## config.mk

```make
export PLATFORM = sky130hd
export DESIGN_NAME = barvinn_run_monitor
export DESIGN_NICKNAME = d
export VERILOG_FILES = /design/src/rtl/run_monitor_pkg.sv /design/src/rtl/run_monitor_chan.sv /design/src/rtl/barvinn_run_monitor.sv
export SDC_FILE = /design/constraint.sdc
export NUM_CORES = 1
export LEC_CHECK = 0
export CAP_MARGIN = 10
export CORE_MARGIN = 3
export CORE_UTILIZATION = 35
export CTS_CLUSTER_DIAMETER = 60
export DETAILED_ROUTE_END_ITERATION = 12
export GPL_ROUTABILITY_DRIVEN = 0
export HOLD_SLACK_MARGIN = 0.15
export SLEW_MARGIN = 20
export SYNTH_ARGS = -nofsm -noshare
export SYNTH_HDL_FRONTEND = slang
export SYNTH_SLANG_ARGS = --single-unit
export TNS_END_PERCENT = 10
```

## constraint.sdc

```tcl
create_clock -name clk -period 2.2 [get_ports clk]
set_input_delay 0.44 -clock clk [delete_from_list [all_inputs] [get_ports clk]]
set_output_delay 0.44 -clock clk [all_outputs]
set_load 0.02 [all_outputs]
```

## src/rtl/run_monitor_pkg.sv

```systemverilog
// Shared types and helpers for the BARVINN run monitor.
//   run_status_e : result code reported on status
//   run_state_e  : run-control FSM states
//   cnt_width()  : bits needed to hold a counter that reaches max_val
package run_monitor_pkg;

  typedef enum logic [1:0] {
    ST_NONE    = 2'd0,
    ST_PASS    = 2'd1,
    ST_TIMEOUT = 2'd2,
    ST_STALL   = 2'd3
  } run_status_e;

  typedef enum logic [2:0] {
    IDLE  = 3'd0,
    RUN   = 3'd1,
    DRAIN = 3'd2,
    DONE  = 3'd3,
    FAIL  = 3'd4
  } run_state_e;

  function automatic int unsigned cnt_width(input int unsigned max_val);
    return (max_val < 1) ? 1 : $clog2(max_val + 1);
  endfunction

endpackage

```

## src/rtl/run_monitor_chan.sv

```systemverilog
// Per-channel activity tracker: idle counter, sticky done and sticky stall.
//   clk, rst    : clock, synchronous active-high reset
//   en          : channel enabled for the current run (latched by the top)
//   run         : monitoring active this cycle
//   clear       : start of a new run, wipes counter and sticky bits
//   heartbeat   : activity strobe
//   done        : completion strobe
//   done_seen   : completion observed (forced high when disabled)
//   stalled     : sticky stall flag
module run_monitor_chan
  import run_monitor_pkg::*;
#(
  parameter int unsigned STALL_CYCLES = 1024
) (
  input  logic clk,
  input  logic rst,
  input  logic en,
  input  logic run,
  input  logic clear,
  input  logic heartbeat,
  input  logic done,
  output logic done_seen,
  output logic stalled
);

  localparam int unsigned IDLE_W = cnt_width(STALL_CYCLES);
  localparam logic [IDLE_W-1:0] STALL_LIM = IDLE_W'(STALL_CYCLES);

  logic [IDLE_W-1:0] idle_cnt_q, idle_cnt_d;
  logic              done_seen_q, done_seen_d;
  logic              stalled_q, stalled_d;

  // Idle counting uses the registered done bit, so a done arriving on the
  // stall cycle does not rescue the channel.
  always_comb begin
    idle_cnt_d  = idle_cnt_q;
    done_seen_d = done_seen_q;
    stalled_d   = stalled_q;
    if (clear) begin
      idle_cnt_d  = '0;
      done_seen_d = 1'b0;
      stalled_d   = 1'b0;
    end else if (run && en) begin
      done_seen_d = done_seen_q | done;
      if (heartbeat || done_seen_q) begin
        idle_cnt_d = '0;
      end else if (idle_cnt_q != STALL_LIM) begin
        idle_cnt_d = idle_cnt_q + IDLE_W'(1);
      end
      if (idle_cnt_d == STALL_LIM) begin
        stalled_d = 1'b1;
      end
    end
  end

  always_ff @(posedge clk) begin
    if (rst) begin
      idle_cnt_q  <= '0;
      done_seen_q <= 1'b0;
      stalled_q   <= 1'b0;
    end else begin
      idle_cnt_q  <= idle_cnt_d;
      done_seen_q <= done_seen_d;
      stalled_q   <= stalled_d;
    end
  end

  // A disabled channel never holds up completion.
  assign done_seen = done_seen_q | ~en;
  assign stalled   = stalled_q;

endmodule

```

## src/rtl/barvinn_run_monitor.sv

```systemverilog
// Run-control and watchdog for BARVINN harnesses: global cycle budget,
// per-channel stall detection, drain window and a single finish pulse.
//   clk, rst    : clock, synchronous active-high reset
//   start       : begin a run (honoured in IDLE/DONE/FAIL only)
//   ch_en       : channel enable mask, latched on an accepted start
//   heartbeat   : per-channel activity strobes
//   ch_done     : per-channel completion strobes (sticky)
//   busy        : high in RUN and DRAIN
//   finish      : one-cycle pulse on entry to DONE or FAIL
//   status      : run_status_e result code
//   stall_mask  : sticky per-channel stall flags
//   cycle_cnt   : RUN cycles elapsed in the current run
module barvinn_run_monitor
  import run_monitor_pkg::*;
#(
  parameter int unsigned NUM_CH         = 8,
  parameter int unsigned CNT_W          = 32,
  parameter int unsigned GLOBAL_TIMEOUT = 10000,
  parameter int unsigned STALL_CYCLES   = 1024,
  parameter int unsigned DRAIN_CYCLES   = 16
) (
  input  logic              clk,
  input  logic              rst,
  input  logic              start,
  input  logic [NUM_CH-1:0] ch_en,
  input  logic [NUM_CH-1:0] heartbeat,
  input  logic [NUM_CH-1:0] ch_done,
  output logic              busy,
  output logic              finish,
  output logic [1:0]        status,
  output logic [NUM_CH-1:0] stall_mask,
  output logic [CNT_W-1:0]  cycle_cnt
);

  localparam int unsigned DRAIN_W = cnt_width(DRAIN_CYCLES);
  localparam logic [CNT_W-1:0]   TIMEOUT_LAST = CNT_W'(GLOBAL_TIMEOUT - 1);
  localparam logic [DRAIN_W-1:0] DRAIN_LAST   = DRAIN_W'(DRAIN_CYCLES - 1);

  run_state_e        state_q, state_d;
  run_status_e       status_q, status_d;
  logic              busy_q, busy_d;
  logic              finish_q, finish_d;
  logic [NUM_CH-1:0] en_q, en_d;
  logic [CNT_W-1:0]  cycle_cnt_q, cycle_cnt_d;
  logic [DRAIN_W-1:0] drain_cnt_q, drain_cnt_d;

  logic              chan_run_c;
  logic              chan_clear_c;
  logic [NUM_CH-1:0] done_seen_vec;
  logic [NUM_CH-1:0] stalled_vec;

  // Channel trackers.
  for (genvar i = 0; i < NUM_CH; i++) begin : g_chan
    run_monitor_chan #(
      .STALL_CYCLES(STALL_CYCLES)
    ) u_chan (
      .clk       (clk),
      .rst       (rst),
      .en        (en_q[i]),
      .run       (chan_run_c),
      .clear     (chan_clear_c),
      .heartbeat (heartbeat[i]),
      .done      (ch_done[i]),
      .done_seen (done_seen_vec[i]),
      .stalled   (stalled_vec[i])
    );
  end

  // Next-state and output logic. Exit checks look only at registered values;
  // on the exit cycle monitoring and counting stop so results stay frozen.
  always_comb begin
    state_d      = state_q;
    status_d     = status_q;
    en_d         = en_q;
    cycle_cnt_d  = cycle_cnt_q;
    drain_cnt_d  = drain_cnt_q;
    chan_run_c   = 1'b0;
    chan_clear_c = 1'b0;

    case (state_q)
      IDLE, DONE, FAIL: begin
        if (start) begin
          chan_clear_c = 1'b1;
          en_d         = ch_en;
          cycle_cnt_d  = '0;
          drain_cnt_d  = '0;
          if (ch_en == '0) begin
            state_d  = DRAIN;
            status_d = ST_PASS;
          end else begin
            state_d  = RUN;
            status_d = ST_NONE;
          end
        end
      end
      RUN: begin
        if (cycle_cnt_q == TIMEOUT_LAST) begin
          state_d  = FAIL;
          status_d = ST_TIMEOUT;
        end else if (|stalled_vec) begin
          state_d  = FAIL;
          status_d = ST_STALL;
        end else if (&done_seen_vec) begin
          state_d  = DRAIN;
          status_d = ST_PASS;
        end else begin
          chan_run_c  = 1'b1;
          cycle_cnt_d = cycle_cnt_q + CNT_W'(1);
        end
      end
      DRAIN: begin
        if (drain_cnt_q == DRAIN_LAST) begin
          state_d = DONE;
        end else begin
          drain_cnt_d = drain_cnt_q + DRAIN_W'(1);
        end
      end
      default: state_d = IDLE;
    endcase

    busy_d   = (state_d == RUN) || (state_d == DRAIN);
    finish_d = ((state_q == RUN) || (state_q == DRAIN)) &&
               ((state_d == DONE) || (state_d == FAIL));
  end

  always_ff @(posedge clk) begin
    if (rst) begin
      state_q     <= IDLE;
      status_q    <= ST_NONE;
      busy_q      <= 1'b0;
      finish_q    <= 1'b0;
      en_q        <= '0;
      cycle_cnt_q <= '0;
      drain_cnt_q <= '0;
    end else begin
      state_q     <= state_d;
      status_q    <= status_d;
      busy_q      <= busy_d;
      finish_q    <= finish_d;
      en_q        <= en_d;
      cycle_cnt_q <= cycle_cnt_d;
      drain_cnt_q <= drain_cnt_d;
    end
  end

  assign busy       = busy_q;
  assign finish     = finish_q;
  assign status     = status_q;
  assign stall_mask = stalled_vec;
  assign cycle_cnt  = cycle_cnt_q;

endmodule

```

==> results of run 1 <==
==> power breakdown <==
group          total (W)  internal (W)  switching, W
clock network    0.00288       0.00167       0.00121
logic            0.00123      0.000514      0.000712
registers        0.00290       0.00287     0.0000345
==> worst max path at each step <==
stage | startpoint | to | depth (start not counted) | slack (ps)
after floorplan | cycle_cnt[3] | cycle_cnt[1] | 9 | 20
after global placement | start | cycle_cnt[30] | 8 | -250
after detailed placement | start | cycle_cnt[11] | 8 | -300
after CTS | cycle_cnt[0] | g_chan[7].u_chan.idle_cnt_q[3] | 9 | -10
after global routing | g_chan[6].u_chan.stalled | cycle_cnt[24] | 8 | -110
final | cycle_cnt[0] | g_chan[7].u_chan.idle_cnt_q[5] | 9 | -10
==> worst min-delay path: stages (launching register included) <==
cell and delay (ps):
dfxtp_1 310, nand2_1 50, a21oi_1 50
==> cell type report <==
cell class / count / area, sq um / share of cell area
flip-flops and latches: 156 / 3129 / 0.2496
diodes: 1 / 2.502 / 0.0001996
repair buffers: 243 / 2113 / 0.1686
well taps: 341 / 426.7 / 0.03403
clock buffers: 22 / 484.2 / 0.03862
clock inverters: 9 / 87.58 / 0.006986
multi-input cells: 983 / 6162 / 0.4915
inverters: 35 / 131.4 / 0.01048
==> state kept, by name, indices dropped and copies added (netlist names) <==
| signal | count |
|---|---|
| busy | 1 |
| state_q | 3 |
| cycle_cnt | 32 |
| g_chan.u_chan.done_seen_q | 8 |
| status | 2 |
| g_chan.u_chan.idle_cnt_q | 88 |
| finish | 1 |
| g_chan.u_chan.stalled | 8 |
| en_q | 8 |
| drain_cnt_q | 5 |
==> routing by layer <==
metal / part of all wire / vias to the layer above
met4: 0.014 / 0
met1: 0.47 / 4785
li1: - / 5003
met3: 0.046 / 21
met2: 0.47 / 230
met5: 0 / -
==> metrics by stage <==
stage          TNS, ps  instances  hold slack (ps)
6_report        -22.78       1790            447.6
5_1_grt          -1043       1790            461.6
4_1_cts         -20.92       1787            452.2
3_5_place_dp    -10240       1756            443.1
3_3_place_gp     -7836       1756            440.3
2_1_floorplan        0       1251            431.9
==> layout by cell type, fill, tap and decap left out, types with 9 or more instances in the layout <==
master / Yosys / final
dfxtp_1: 156 / 151
nor2_1: 144 / 142
nor2b_1: 13 / 13
o31ai_1: 16 / 16
clkdlybuf4s50_1: 0 / 70
nor3_1: 29 / 27
o21ai_0: 86 / 86
nand3_1: 64 / 63
xor2_1: 17 / 17
a41o_1: 9 / 9
inv_1: 33 / 33
or4_1: 35 / 30
nand2b_1: 14 / 13
mux2i_1: 11 / 11
a21oi_2: 2 / 16
or2_2: 11 / 11
a21oi_1: 117 / 103
nand2_1: 90 / 89
nand3b_1: 19 / 19
ha_1: 19 / 18
buf_4: 9 / 159
and4_1: 13 / 12
or3_1: 25 / 24
nand4_1: 38 / 38
and3_1: 26 / 26
a31oi_1: 24 / 24
xnor2_1: 27 / 27
nor4_1: 19 / 16
clkbuf_16: 0 / 17
==> cell families (layout without fill, tap and decap cells) <==
group	Yosys count	in the layout
other	0	1
XOR/XNOR	44	44
AND/OR/NAND/NOR	590	590
adder cells (fa/ha/maj)	19	19
multiplexers	12	12
flip-flops	156	156
buffers and inverters	112	309
AO/OA/AOI/OAI	318	318
==> repair_timing <==
item	4_1_cts	5_1_grt
setup endpoints to repair	53	73
resized for setup	9	42
buffers inserted	0	2
pin swaps	5	20
==> run summary, run 1 <==
Post-place setup slack = -297.8 ps
Setup slack after layout = -9.976 ps
Power density cells = 559.2 nW/um^2
Top Family by Delay on Critical Path = simple AND/OR/NAND/NOR gates
Max Buffers Root-to-Sink = 2
Met2 Usage GRT = 0.3244
Die X = 171.7 microns
Total power = 0.007011 W
TritonCTS clock tree = done
M1 GR Usage = 0.2632
Die area = 29,480 sq um
Final Net Count = 1,482
Worst R2R Setup Slack = -10 ps
Initial DRC Count = 670
Cell count after synthesis = 1,251
Routed WL per cell = 16.03 microns
Placed cell area = 11,730 sq um
Vias in the first global route = 9,454
Max Cap Viol = 0
Core area = 26,950 sq um
Worst setup EP type = flip-flop
RSZ-0062 raised after global routing = yes
Async set or reset register ratio after synthesis = 0
Row count = 60
Via density = 5.608
Synth top area cells = dfxtp_1 33%, a21oi_1 6.1%, nor2_1 5.6%
Clk_skew = 10.13 ps
Post-CTS Hold Buffers = 0
Top cell type's share of synthesized area = 0.3250
TritonCTS buffer count = 17
Final Hold Viols = 0
Worst Min Path Start = drain_cnt_q[4]
Final Cell Area = 12,540 sq um
WL final = 28,690 microns
Most frequent cells after synthesis = 156 x dfxtp_1, 144 x nor2_1, 117 x a21oi_1
Setup violators final = 3
Layout cells sized above 1 = 0.1961
Met3 Track Usage GR = 0.03585
Leakage = 4.448 nW
Crit Path Class = flip-flop to flip-flop
CTS Sinks = 156
Synthesized-area fraction occupied by adder cells = 0.02474
Clock Pin Slew Worst Setup and Hold Paths = 60 ps
Hold depth = 2
Cell area after synthesis = 9609 sq um
Fill count = 2,662
GRT Overall Usage = 0.1954
Max-slew violations = 0
Post-Synth XOR/XNOR Area = 0.04010
Final cycle utilization of the critical path = 1.005
Share of the yosys chip area belonging to registers = 0.3250
Worst r2r path cells = 9
Routed vias = 10,040
Synth unique cells = 77
Failing checks = setup timing
R2R Path End = g_chan[7].u_chan.idle_cnt_q[5]
Largest family of logic cells by synthesized area = simple AND/OR/NAND/NOR gates
DRC = 0
Status = finished with violations
Worst setup SP type = flip-flop
CP max-delay cell = or4_1
Synth Warn # = 0
CTS root buffer = clkbuf_16
Post-synth top area cell = dfxtp_1
I/O Buffers = 70
Fmax = 452.5 MHz
Most common cell in the synthesized netlist = dfxtp_1
Worst EP required = 2560 ps
Core Util, Final = 0.4652
Post-synthesis mux area share = 0.01263
Worst Path Buf+Inv = 2
Syn avg cell area = 7.681 sq um
Hold Path Sink = drain_cnt_q[4]
Crit path time final = 2210 ps
Antenna-violating nets left = 0
Post-synth EDFFs = 0
Slew headroom = 0.5436
Slowest Stage Delay on Critical Path = 500 ps
Die Ht = 171.7 microns
#FFs+latches synth = 156
Initial Utilization = 0.3565
DP HPWL = 20,960 microns
Post-Syn Nets = 1,297
Htree depth = 4
Critical Path AT = 2570 ps
Crit path max fanout = 17
Worst Tran Pin Value = 680.9 ps
VDD IR-drop max = 0.4504 mV
Worst r2r src = cycle_cnt[0]
Synth Area in Compound Gates = 0.2017
Area Overhead vs Synth = 30.47%
CP cell instances = ha_1, and4b_1, and4_4, a21oi_2, buf_6, nand3_2, buf_6, or4_1, a21oi_2
Synth Area in Simple Gates = 0.3415
Largest net degree at the start of global routing = 33
HP Class = flip-flop to flip-flop
First-pass GRT wire length = 47,350 microns
Initial antenna violation count = 1
Most used flip-flop cell after synthesis = dfxtp_1
IO Pins = 71
Grt total ovfl = 0
First drt pass iteration count = 5
Busiest grt layer = met2
Clk_lat worst skew = 430 ps
Note: power is estimated with default switching activity, not from simulation.
==> run 2: changes to the inputs <==
- CORE_ASPECT_RATIO: default -> 0.75
==> run summary, run 2 (synthesis gave the netlist of run 1 again) <==
DRC = 0 (unchanged)
Layout cells sized above 1 = 0.2220 (was 0.1961)
Max-slew violations = 0 (unchanged)
Setup crit end = g_chan[5].u_chan.idle_cnt_q[6] (was g_chan[7].u_chan.idle_cnt_q[5])
Setup slack after layout = 0.9208 ps (was -9.976 ps)
Max Buffers Root-to-Sink = 2 (unchanged)
Final Cell Area = 12,840 sq um (was 12,540 sq um)
Commonest non-fill, non-tap cell in the layout = buf_4 (unchanged)
R2R Path End = g_chan[5].u_chan.idle_cnt_q[6] (was g_chan[7].u_chan.idle_cnt_q[5])
Area Overhead vs Synth = 33.62% (was 30.47%)
Via density = 5.728 (was 5.608)
Most frequent cells in the layout = 166 x buf_4, 145 x dfxtp_1, 139 x nor2_1 (was 159 x buf_4, 151 x dfxtp_1, 142 x nor2_1)
Routed vias = 10,360 (was 10,040)
Final cycle utilization of the critical path = 0.9996 (was 1.005)
Setup violators final = 0 (was 3)
Biggest register = g_chan.u_chan.idle_cnt_q (unchanged)
Post-CTS Hold Buffers = 0 (unchanged)
Vias in the first global route = 9,433 (was 9,454)
Max Cap Viol = 0 (unchanged)
GRT Overall Usage = 0.2036 (was 0.1954)
CTS root buffer = clkbuf_16 (unchanged)
Die X = 197.3 microns (was 171.7 microns)
DP HPWL = 22,280 microns (was 20,960 microns)
Total power = 0.007394 W (was 0.007011 W)
Initial Utilization = 0.3629 (was 0.3565)
Largest net degree at the start of global routing = 26 (was 33)
Max reg flops = 88 (unchanged)
Post-place setup slack = -441.1 ps (was -297.8 ps)
Power density cells = 575.9 nW/um^2 (was 559.2 nW/um^2)
Slew headroom = 0.5394 (was 0.5436)
Crit path time final = 2199 ps (was 2210 ps)
Final Net Count = 1,497 (was 1,482)
Worst Tran Pin Value = 673.5 ps (was 680.9 ps)
Final Hold Viols = 0 (unchanged)
Number of diodes = 0 (was 1)
I/O Buffers = 70 (unchanged)
Fmax = 454.7 MHz (was 452.5 MHz)
TritonCTS buffer count = 17 (unchanged)
Worst R2R Setup Slack = 0.9 ps (was -10 ps)
Die Ht = 149.5 microns (was 171.7 microns)
Fill count = 2,518 (was 2,662)
Slowest Stage Delay on Critical Path = 610 ps (was 500 ps)
TritonCTS clock tree = done (unchanged)
Worst setup SP type = flip-flop (unchanged)
Worst Setup SP = cycle_cnt[0] (unchanged)
Clk_skew = 16.75 ps (was 10.13 ps)
CP cell instances = ha_2, and4b_1, nand4_1, nor2_2, or4_4, or4_1, a21oi_1 (was ha_1, and4b_1, and4_4, a21oi_2, buf_6, nand3_2, buf_6, or4_1, a21oi_2)
Routed WL per cell = 17.03 microns (was 16.03 microns)
Initial antenna violation count = 1 (unchanged)
Leakage = 4.573 nW (was 4.448 nW)
Worst EP required = 2560 ps (about the same)
HP Class = flip-flop to flip-flop (unchanged)
Die area = 29,500 sq um (was 29,480 sq um)
Critical Path AT = 2560 ps (was 2570 ps)
CTS Sinks = 156 (unchanged)
Clock Pin Slew Worst Setup and Hold Paths = 60 ps (about the same)
RSZ-0062 raised after global routing = yes (unchanged)
Crit path max fanout = 7 (was 17)
Placed cell area = 11,750 sq um (was 11,730 sq um)
Initial DRC Count = 793 (was 670)
VDD IR-drop max = 0.6112 mV (was 0.4504 mV)
First-pass GRT wire length = 49,090 microns (was 47,350 microns)
Clk_lat worst skew = 440 ps (was 430 ps)
Htree depth = 4 (unchanged)
WL final = 30,800 microns (was 28,690 microns)
Worst r2r path cells = 7 (was 9)
First drt pass iteration count = 5 (unchanged)
Grt total ovfl = 0 (unchanged)
Core Util, Final = 0.4849 (was 0.4652)
Worst r2r src = cycle_cnt[0] (unchanged)
Status = finished clean (was finished with violations)
Antenna-violating nets left = 0 (unchanged)
Crit Path Class = flip-flop to flip-flop (unchanged)
Worst setup EP type = flip-flop (unchanged)
Row count = 51 (was 60)
CP max-delay cell = or4_4 (was or4_1)
Core area = 26,480 sq um (was 26,950 sq um)
IO Pins = 71 (unchanged)
## run 2: changes by cell type in the layout (fill, tap and decap cells not counted), moves of 3 or more
cell     delta
buf_12      -3
dfxtp_2     +6
buf_4       +7
dfxtp_1     -6
nor2_1      -3
buf_6      +10
## run 2: final cells by class
cell class / count / area (sq um) / share of cell area
clock inverter: 12 / 162.7 / 0.01267
multi-input combinational: 984 / 6304 / 0.4909
tap: 344 / 430.4 / 0.03352
sequential: 156 / 3137 / 0.2443
clock buffer: 20 / 456.7 / 0.03557
timing repair buffer: 257 / 2218 / 0.1728
inverter: 35 / 131.4 / 0.01023
## run 2: how the worst min path moves through the flow
stage | from | end | slack, ps | depth (start not counted)
3_3_place_gp | drain_cnt_q[4] | drain_cnt_q[4] | 440 | 2
6_report | drain_cnt_q[4] | drain_cnt_q[4] | 460 | 2
5_1_grt | drain_cnt_q[4] | drain_cnt_q[4] | 490 | 2
4_1_cts | drain_cnt_q[4] | drain_cnt_q[4] | 460 | 2
2_1_floorplan | drain_cnt_q[4] | drain_cnt_q[4] | 430 | 2
3_5_place_dp | drain_cnt_q[4] | drain_cnt_q[4] | 450 | 2
## run 2: critical path: cells and delay by family, from the launching register on
kind                       cells  cell delay [ps]
and+or+nand+nor                5             1490
DFF                            1              320
adders and majority gates      1              180
AOI/OAI and AO/OA              1              140
## run 2: power breakdown
group	internal [W]	total (W)	switching, W
Clock	0.00186	0.00317	0.00131
Combinational	0.000548	0.00132	0.000774
Sequential	0.00287	0.00291	0.0000405
Total	0.00527	0.00739	0.00212
## run 2: per-layer routing
layer,GRT usage,wire length (microns)
met1,0.3053,15490
met2,0.3012,12990
met3,0.04096,1979
met4,0.04309,324
met5,0,11
## run 2: metrics by stage
step	cells	hold WS, ps	TNS, ps
2_1_floorplan	1251	431.9	0
6_report	1808	456.2	0
5_1_grt	1808	491.9	-1748
3_5_place_dp	1766	450.0	-23690
3_3_place_gp	1766	440.5	-19290
4_1_cts	1801	458.7	-219.9
## run 2: timing repair
item | in CTS | in global routing
gates cloned | 1 | 1
setup buffers | 2 | 6
setup endpoints to repair | 100 | 113
pin swaps | 11 | 40
resized for setup | 23 | 72
endpoints found under the hold margin | 0 | 0
